$ cat src/rtl/lzs_decode_pkg.sv
// Shared constants and helpers for the LZS decode path.
// Covers the bit aligner and the token width codes used by the controller.
package lzs_decode_pkg;

    localparam int STREAM_W = 13;
    localparam int IN_W     = 32;
    localparam int BUF_W    = 64;
    localparam int CNT_W    = 7;

    localparam logic [8:0] LZS_END_MARKER = 9'b110000000;

    localparam logic [3:0] LZS_W_LIT   = 4'd9;
    localparam logic [3:0] LZS_W_OFF7  = 4'd9;
    localparam logic [3:0] LZS_W_OFF11 = 4'd13;
    localparam logic [3:0] LZS_W_LEN2  = 4'd2;
    localparam logic [3:0] LZS_W_LEN4  = 4'd4;

    // Number of bits a popped word contributes; a final word may be partial.
    function automatic logic [6:0] refill_bits(input logic last, input logic [1:0] nbytes);
        logic [6:0] n;
        if (last) begin
            case (nbytes)
                2'd1:    n = 7'd8;
                2'd2:    n = 7'd16;
                2'd3:    n = 7'd24;
                default: n = 7'd32;
            endcase
        end else begin
            n = 7'd32;
        end
        return n;
    endfunction

    // Keep only the top n bits of a word so the buffer stays zero below its valid region.
    function automatic logic [31:0] top_mask(input logic [6:0] n);
        return ~(32'hFFFF_FFFF >> n);
    endfunction

endpackage

$ cat src/rtl/decode_bits_shift.sv
// Left barrel shift of the bit buffer followed by the refill OR-merge.
// A masked word is placed directly below the surviving valid bits.
module decode_bits_shift
    import lzs_decode_pkg::*;
(
    input  logic [63:0] bits_in,
    input  logic [3:0]  shamt,
    input  logic        clear,
    input  logic [31:0] word,
    input  logic [6:0]  place,
    input  logic        merge,
    output logic [63:0] bits_out
);

    logic [63:0] shifted_s;
    logic [63:0] placed_s;

    // Consume shift, then drop the new word in at offset 'place' from the top.
    always_comb begin
        shifted_s = 64'd0;
        placed_s  = 64'd0;
        bits_out  = 64'd0;
        if (clear) begin
            shifted_s = 64'd0;
        end else begin
            shifted_s = bits_in << shamt;
        end
        placed_s = {word, 32'd0} >> place;
        if (merge) begin
            bits_out = shifted_s | placed_s;
        end else begin
            bits_out = shifted_s;
        end
    end

endmodule

$ cat src/rtl/decode_bits.sv
// Bit-stream aligner feeding the LZS decode controller.
// Holds a 64-bit left-justified buffer and exposes its top 13 bits.
module decode_bits
    import lzs_decode_pkg::*;
(
    input  logic        clk,
    input  logic        rst,
    input  logic [31:0] in_data,
    input  logic        in_valid,
    input  logic        in_last,
    input  logic [1:0]  in_bytes,
    output logic        in_ack,
    output logic [12:0] stream_data,
    output logic        stream_valid,
    input  logic [3:0]  stream_width,
    input  logic        stream_ack,
    output logic [6:0]  bit_cnt,
    output logic        done,
    output logic        err
);

    logic [63:0] bits_q, bits_d;
    logic [6:0]  bit_cnt_q, bit_cnt_d;
    logic        last_seen_q, last_seen_d;
    logic        err_q, err_d;
    logic        done_q, done_d;

    logic        ack_ok_s;
    logic [3:0]  shamt_s;
    logic        clear_s;
    logic [6:0]  base_cnt_s;
    logic [6:0]  refill_n_s;
    logic [31:0] word_s;

    assign in_ack       = in_valid & ~rst & ~last_seen_q & (bit_cnt_q <= 7'd32);
    assign stream_data  = bits_q[63:51];
    assign stream_valid = (bit_cnt_q >= 7'd13) | (last_seen_q & (bit_cnt_q != 7'd0));
    assign bit_cnt      = bit_cnt_q;
    assign done         = done_q;
    assign err          = err_q;

    assign refill_n_s = refill_bits(in_last, in_bytes);
    assign word_s     = in_data & top_mask(refill_n_s);

    decode_bits_shift u_shift (
        .bits_in  (bits_q),
        .shamt    (shamt_s),
        .clear    (clear_s),
        .word     (word_s),
        .place    (base_cnt_s),
        .merge    (in_ack),
        .bits_out (bits_d)
    );

    // Consume/error decision and next counts; an over-wide ack never shifts.
    always_comb begin
        ack_ok_s    = stream_ack & stream_valid;
        shamt_s     = 4'd0;
        clear_s     = 1'b0;
        base_cnt_s  = bit_cnt_q;
        err_d       = err_q;
        bit_cnt_d   = bit_cnt_q;
        last_seen_d = last_seen_q;
        if (ack_ok_s) begin
            if (stream_width > 4'd13) begin
                err_d = 1'b1;
            end else if ({3'd0, stream_width} > bit_cnt_q) begin
                err_d      = 1'b1;
                clear_s    = 1'b1;
                base_cnt_s = 7'd0;
            end else begin
                shamt_s    = stream_width;
                base_cnt_s = bit_cnt_q - {3'd0, stream_width};
            end
        end else begin
            shamt_s = 4'd0;
        end
        if (in_ack) begin
            bit_cnt_d   = base_cnt_s + refill_n_s;
            last_seen_d = last_seen_q | in_last;
        end else begin
            bit_cnt_d   = base_cnt_s;
            last_seen_d = last_seen_q;
        end
        done_d = last_seen_d & (bit_cnt_d == 7'd0);
    end

    // State register with synchronous reset.
    always_ff @(posedge clk) begin
        if (rst) begin
            bits_q      <= 64'd0;
            bit_cnt_q   <= 7'd0;
            last_seen_q <= 1'b0;
            err_q       <= 1'b0;
            done_q      <= 1'b0;
        end else begin
            bits_q      <= bits_d;
            bit_cnt_q   <= bit_cnt_d;
            last_seen_q <= last_seen_d;
            err_q       <= err_d;
            done_q      <= done_d;
        end
    end

endmodule

$ cat config.mk
export PLATFORM = sky130hd
export DESIGN_NAME = decode_bits
export DESIGN_NICKNAME = d
export VERILOG_FILES = /design/src/rtl/lzs_decode_pkg.sv /design/src/rtl/decode_bits_shift.sv /design/src/rtl/decode_bits.sv
export SDC_FILE = /design/constraint.sdc
export NUM_CORES = 1
export LEC_CHECK = 0
export CORE_MARGIN = 3
export CORE_UTILIZATION = 50
export CTS_CLUSTER_SIZE = 24
export DETAILED_ROUTE_END_ITERATION = 6
export DONT_BUFFER_PORTS = 1
export PLACE_DENSITY = 0.72
export SETUP_SLACK_MARGIN = 0.4
export SLEW_MARGIN = 30
export SYNTH_ARGS = -nofsm -noshare
export SYNTH_HDL_FRONTEND = slang
export SYNTH_SLANG_ARGS = --single-unit
$ cat constraint.sdc
create_clock -name clk -period 5.25 [get_ports clk]
set_input_delay 1.05 -clock clk [delete_from_list [all_inputs] [get_ports clk]]
set_output_delay 1.05 -clock clk [all_outputs]
set_load 0.05 [all_outputs]
[Word-level counts from Yosys, hierarchy flattened]
Cells that the tools add are included.
Word-level totals
  output and inout bits: 24
  word-level logic and storage cells: 51
  register bits after elaboration: 74
Operators by class
  equality and inequality tests: 3
  $lt $le $gt $ge: 4
  add/subtract/negate cells: 2
  multiplexer cells: 17
  bitwise logic cells: 13
  reduce and logical (&&, ||, !) cells: 4
  shift-type cells: 3
Operators by type and width (number)
  64-bit two-way mux: 2
  64-bit bitwise OR: 1
  64-bit by 4-bit << shifter with 64-bit output: 1
  64-bit by 7-bit right shift with 64-bit output: 1
  7-bit two-way mux: 5
  32-bit AND: 1
  32-bit NOT: 1
  32-bit by 7-bit right shift with 32-bit output, first input constant: 1
  6-bit case mux with 3 select lines: 1
  4-bit two-way mux: 3
  7-bit adder: 1
  7-bit by 4-bit greater-or-equal comparator with 1-bit output, second input constant: 1
  4-bit by 7-bit greater-than comparator with 1-bit output: 1
  7-bit by 6-bit <= comparator with 1-bit output, second input constant: 1
  7-bit zero test: 1
  7-bit nonzero test: 1
  7-bit by 4-bit subtractor with 7-bit output: 1
  1-bit AND: 6
  1-bit two-way mux: 6
  2-bit == test, second input constant: 2
  4-bit greater-than comparator, second input constant: 1
  2-bit by 1-bit == test with 1-bit output, second input constant: 1
  1-bit NOT: 2
  1-bit bitwise OR: 2
  other kinds (2): 2

[Logic depth before layout (Yosys ltp)]
  depth after elaboration: 9
  mapped depth: 17

[By module]
A second synthesis with hierarchy kept.
Unflattened totals
  cell total of the unflattened synthesis: 1021
  area total of the unflattened synthesis: 9012.4 sq um
Modules (own cells, without submodules)
  decode_bits_shift: area an instance 6090.8 sq um, cells each 720, times used 1
  decode_bits: area an instance 2921.6 sq um, cells each 301, times used 1

[Worst setup path before layout]
OpenSTA, ideal clock, no wires.
  path kind: input to register
  start point: input port stream_width[2]
  end point: register done_q, in the netlist done
  buffers on the path: 3
  data arrival time: 4127 ps
  stages: 15
  path slack: 1044 ps
  cells stage by stage: buf_6 inv_1 ha_1 o21a_2 o21a_1 buf_2 nor3_1 mux2i_2 clkinv_1 clkbuf_1 ha_1 nor2b_1 o21ai_0 xnor2_1 nor3b_1
Between the ends
  word-level cells in the longest chain between the ends: 8
  elaborated cells between the ends (all ways): 10
RTL lines
  start: declaration: RTL line decode_bits.sv:15  | input logic [3:0] stream_width,
  7-bit by 4-bit subtractor with 7-bit output / 4-bit by 7-bit greater-than comparator with 1-bit output (equally long branches): RTL line decode_bits.sv:73, decode_bits.sv:67
  7-bit two-way mux: RTL line decode_bits.sv:67  | end else if ({3'd0, stream_width} > bit_cnt_q) begin
  7-bit two-way mux *: RTL line decode_bits.sv:65  | if (stream_width > 4'd13) begin
  7-bit two-way mux *: RTL line decode_bits.sv:64  | if (ack_ok_s) begin
  7-bit adder: RTL line decode_bits.sv:79  | bit_cnt_d = base_cnt_s + refill_n_s;
  7-bit two-way mux *: RTL line decode_bits.sv:78  | if (in_ack) begin
  7-bit zero test *: RTL line decode_bits.sv:85  | done_d = last_seen_d & (bit_cnt_d == 7'd0);
  1-bit AND *: RTL line decode_bits.sv:85
  end signal: assignment: RTL line decode_bits.sv:101  | done_q <= done_d;
  end: declaration: RTL line decode_bits.sv:26  | logic done_q, done_d;
Every way passes the cells marked *; elsewhere a longest branch is shown, timed or not.
A chain may end at the register's enable or synchronous reset.

[Worst setup path in the final report]
  start point: register bit_cnt_q[0], in the netlist bit_cnt[0]
  end point: register bits_q[20]
Between the ends
  word-level cells in the longest chain between the ends: 9
  elaborated cells between the ends (all ways): 23
RTL lines
  start: declaration: RTL line decode_bits.sv:23  | logic [6:0] bit_cnt_q, bit_cnt_d;
  start signal: assignment: RTL line decode_bits.sv:98  | bit_cnt_q <= bit_cnt_d;
  parallel branches: the longest is 8 deep, another holds 7-bit by 4-bit subtractor with 7-bit output
  64-bit two-way mux *: RTL line decode_bits_shift.sv:29  | if (merge) begin
  end signal: assignment: RTL line decode_bits.sv:97  | bits_q <= bits_d;
  end: declaration: RTL line decode_bits.sv:22  | logic [63:0] bits_q, bits_d;
Every way passes the cells marked *.

==> impl_metrics.csv <==
group,metric,value,unit
cts,cts.htree.levels,3,
cts,cts_root_buffer,"sky130_fd_sc_hd__clkbuf_16",
setup_path,timing.critical_path.fanout_max,21,
sta,finalSetupTns,0,ns
yosys,synth.net_count,1218,
cts,cts.sink_count,74,
global_routing,gr-usage-all-layers,36.34,%
global_routing,grt_start_max_net_pins,51,
routing,post_drt_wl_per_cell,27.00,um
routing,route.detailed.vias_per_inst,7.373,
die,die-area,19330,um^2
power,peakVddDrop,0.2332,mV
yosys,ys.warnings.count,0,
yosys,postSynthAreaPerCell,7.589,um^2
cts,postCtsSetupBuffers,0,
routing,dr_total_vias,9976,
routing,drc_errors,0,
setup_path,worst_ep_arrival_time,4.81,ns
yosys,synthesis.area,8848,um^2
cts,post_cts_hold_buffer_count,0,
cts,cts_tree,"built",
flow_run,maxCapViolCount,0,
setup_path,timing.critical_path.slowest_cell_delay,0.74,ns
die,starting_utilization_of_the_core_area,51.16,%
yosys,synth-edff-count,0,
yosys,yosysSeqAreaShare,16.74,%
cts,clock_latency,0.36,ns
yosys,synth.area.top_cells,"sky130_fd_sc_hd__mux2i_1 20%, sky130_fd_sc_hd__dfxtp_1 17%, sky130_fd_sc_hd__nand2_1 4.9%",
place,pre_cts_ws,0.5883,ns
routing,drt_pre_antenna_iters,6,
sta,setup_ws,0.6631,ns
cts,tritoncts.num_buffers,9,
setup_path,crit_path_top_delay_cell,"sky130_fd_sc_hd__dfxtp_1",
yosys,postSynthRegisterBits,74,
setup_path,r2r-start,"bit_cnt[0]",
sta,finalClockSkew,0.008411,ns
cells_and_area,area_growth_syn_to_layout,5.755,%
setup_path,crit_chain,"inv_1 > ha_1 > fa_1 > xor2_1 > a2111oi_2 > or2_1 > buf_4 > a211oi_1 > nor4_2 > nor2_1 > a2111oi_0 > o22ai_1",
die,core_area,17300,um^2
die,die_width,139.0,um
cells_and_area,final_cell_mix,"175 x sky130_fd_sc_hd__mux2i_1, 115 x sky130_fd_sc_hd__nand2_1, 82 x sky130_fd_sc_hd__a21oi_1",
routing,antenna_left,0,
yosys,synthDominantCellAreaShare,19.80,%
sta,final_min_period_over_clock_period,87.37,%
power,totalPowerFinal,4.804,mW
setup_path,crit_startpoint,"bit_cnt[0]",
sta,timing_hold_violations_final,0,
sta,timing.final.setup_violations,0,
sta,worst_pin_slew,0.9032,ns
routing,drt_iter0_drc,1512,
sta,maxClockFrequency,218.0,MHz
die,die_y,139.0,um
worst_hold_path,timing.hold.worst.start,"last_seen_q",
worst_hold_path,timing.hold.worst_endpoint,"last_seen_q",
die,placement_rows,48,
cells_and_area,final_layout_size_suffix_gt1_share,10.75,%
cts,clk_transition_reported_paths,0.06,ns
yosys,post_synth_num_cell_types,97,
global_routing,grt_first_pass_wirelength,55.96,mm
worst_hold_path,whs_path_depth,2,
routing,route.final.wire_length,36.54,mm
power,power_density,513.4,nW/um^2
cts,cts.repair.resized,0,
setup_path,r2r_setup_slack,0.66,ns
cells_and_area,fin_area,9358,um^2
setup_path,timing.critical_path.from_type,"flip-flop",
global_routing,via_count_of_the_first_global_routing_pass,9274,
global_routing,antenna_found_initial,1,
die,top_level_ports,67,
yosys,synthArstFlopShare,0,%
setup_path,r2r.worst_path.cells,12,
cells_and_area,most_common_library_cell_in_the_layout_ignoring_fill_and_taps,"sky130_fd_sc_hd__mux2i_1",
global_routing,overflow,0,
cts,cts-root-to-sink-buffers,2,
sta,unrepaired_setup_endpoints_after_global_routing,"no",
setup_path,critPathCaptureType,"flip-flop",
yosys,syn-instance-count,1166,
setup_path,crit-reg2reg-capture,"bits_q[20]",
setup_path,cp.buffers_inverters,2,
sta,final-max-slew-violation-count,0,
worst_hold_path,worst_hold_class,"reg -> reg",
sta,timing.final.crit_period,4.587,ns
place,place_hpwl,28.24,mm
setup_path,required_worst_endpoint,5.47,ns
cells_and_area,final_nets,1174,
yosys,yosys_most_used_dff,"sky130_fd_sc_hd__dfxtp_1",
setup_path,cpLargestDelayFamily,"simple AND/OR/NAND/NOR gates",
yosys,synth_top_area_cell,"sky130_fd_sc_hd__mux2i_1",
place,placed_cell_area,9085,um^2
place,port-buffer-count,0,
setup_path,setup.worst_path.class,"reg -> reg",
sta,slew-limit-headroom,39.33,%
place,place.gp.congestion,1.058,
power,leakage,3.288,nW
sta,final.hold.worst_slack,0.5633,ns
outcome,run_status,"finished, final reports clean",
state kept, by name (all words and copies together) (netlist names):
name and count:
last_seen_q 1, done 1, bits_q 64, err 1, bit_cnt 7
Yosys cell counts, types with 5 or more instances:
master / number
sky130_fd_sc_hd__a2111oi_0: 7
sky130_fd_sc_hd__buf_1: 7
sky130_fd_sc_hd__nor2b_1: 6
sky130_fd_sc_hd__a21o_1: 6
sky130_fd_sc_hd__o22a_1: 16
sky130_fd_sc_hd__a22oi_1: 25
sky130_fd_sc_hd__or3_1: 5
sky130_fd_sc_hd__ha_1: 7
sky130_fd_sc_hd__a221oi_1: 7
sky130_fd_sc_hd__a2bb2oi_1: 6
sky130_fd_sc_hd__a32oi_1: 8
sky130_fd_sc_hd__mux4_2: 6
sky130_fd_sc_hd__and2_1: 17
sky130_fd_sc_hd__o221ai_1: 7
sky130_fd_sc_hd__nor3_1: 30
sky130_fd_sc_hd__o211ai_1: 27
sky130_fd_sc_hd__o2111ai_1: 8
sky130_fd_sc_hd__a21oi_1: 83
sky130_fd_sc_hd__clkbuf_1: 46
sky130_fd_sc_hd__o21ai_1: 7
sky130_fd_sc_hd__dfxtp_1: 74
sky130_fd_sc_hd__nor2_1: 79
sky130_fd_sc_hd__a211oi_1: 35
sky130_fd_sc_hd__buf_2: 31
sky130_fd_sc_hd__nand3_1: 47
sky130_fd_sc_hd__a31oi_1: 11
sky130_fd_sc_hd__o21ai_0: 62
sky130_fd_sc_hd__mux2_2: 5
sky130_fd_sc_hd__o22ai_1: 45
sky130_fd_sc_hd__nand2_1: 115
sky130_fd_sc_hd__buf_6: 5
sky130_fd_sc_hd__buf_4: 15
sky130_fd_sc_hd__o32ai_1: 9
sky130_fd_sc_hd__nand4_1: 6
sky130_fd_sc_hd__mux2i_1: 175
sky130_fd_sc_hd__o21a_1: 9
sky130_fd_sc_hd__inv_1: 12
routing by layer:
| metal | global-route usage [%] | share of wire (%) |
|---|---|---|
| met5 | 0 | 0 |
| met4 | 18.02 | 5.9 |
| met3 | 7.138 | 10 |
| met2 | 54.92 | 43 |
| met1 | 49.50 | 41 |
through the flow:
stage	cells	util [%]
after floorplan	1166	-
after global placement	1336	52.52
after detailed placement	1336	52.52
after CTS	1351	54.07
after global routing	1353	54.10
final	1353	54.10
area by class of cell:
type                            instances  area [um^2]
Inverter                               16        60.06
Fill cell                            1738         7939
Clock buffer                            9        225.2
Multi-Input combinational cell        971         6862
Tap cell                              225        281.5
Clock inverter                          6        42.54
Sequential cell                        74         1481
Timing Repair Buffer                   50        400.4
Antenna cell                            2        5.005
power breakdown:
group	switching (mW)	leakage [nW]	internal, mW
logic	2.17	2.56	1.06
clock network	0.271	0.128	0.318
registers	0.264	0.603	0.721
worst reg2reg max path, stage by stage, from the launching register on:
cell and delay (ns):
sky130_fd_sc_hd__dfxtp_1 0.74, sky130_fd_sc_hd__inv_1 0.10, sky130_fd_sc_hd__ha_1 0.23, sky130_fd_sc_hd__fa_1 0.41, sky130_fd_sc_hd__xor2_1 0.18, sky130_fd_sc_hd__a2111oi_2 0.46
sky130_fd_sc_hd__or2_1 0.48, sky130_fd_sc_hd__buf_4 0.37, sky130_fd_sc_hd__a211oi_1 0.11, sky130_fd_sc_hd__nor4_2 0.64, sky130_fd_sc_hd__nor2_1 0.10, sky130_fd_sc_hd__a2111oi_0 0.48
sky130_fd_sc_hd__o22ai_1 0.16
how the worst max path moves through the flow:
stage                       to  slack [ns]  cells past startpoint
finish              bits_q[20]        0.66                     12
global route        bits_q[23]        0.57                     12
CTS                 bits_q[23]        0.81                     12
detailed placement  bits_q[20]        0.59                     12
global placement    bits_q[20]        0.60                     12
floorplan                 done        1.04                     15
cells by family (layout without fill, tap and decap cells):
family | count (synthesis) | after routing | synth area share (%)
flip-flops | 74 | 74 | 16.74
AND/OR/NAND/NOR | 344 | 344 | 18.57
other | 0 | 2 | 0
multiplexers | 188 | 188 | 22.28
AO/OA/AOI/OAI | 426 | 426 | 33.92
adder cells (fa/ha/maj) | 9 | 9 | 1.442
XOR/XNOR | 4 | 4 | 0.3960
buffers and inverters | 121 | 81 | 6.646
Note: power is estimated with default switching activity, not from simulation.
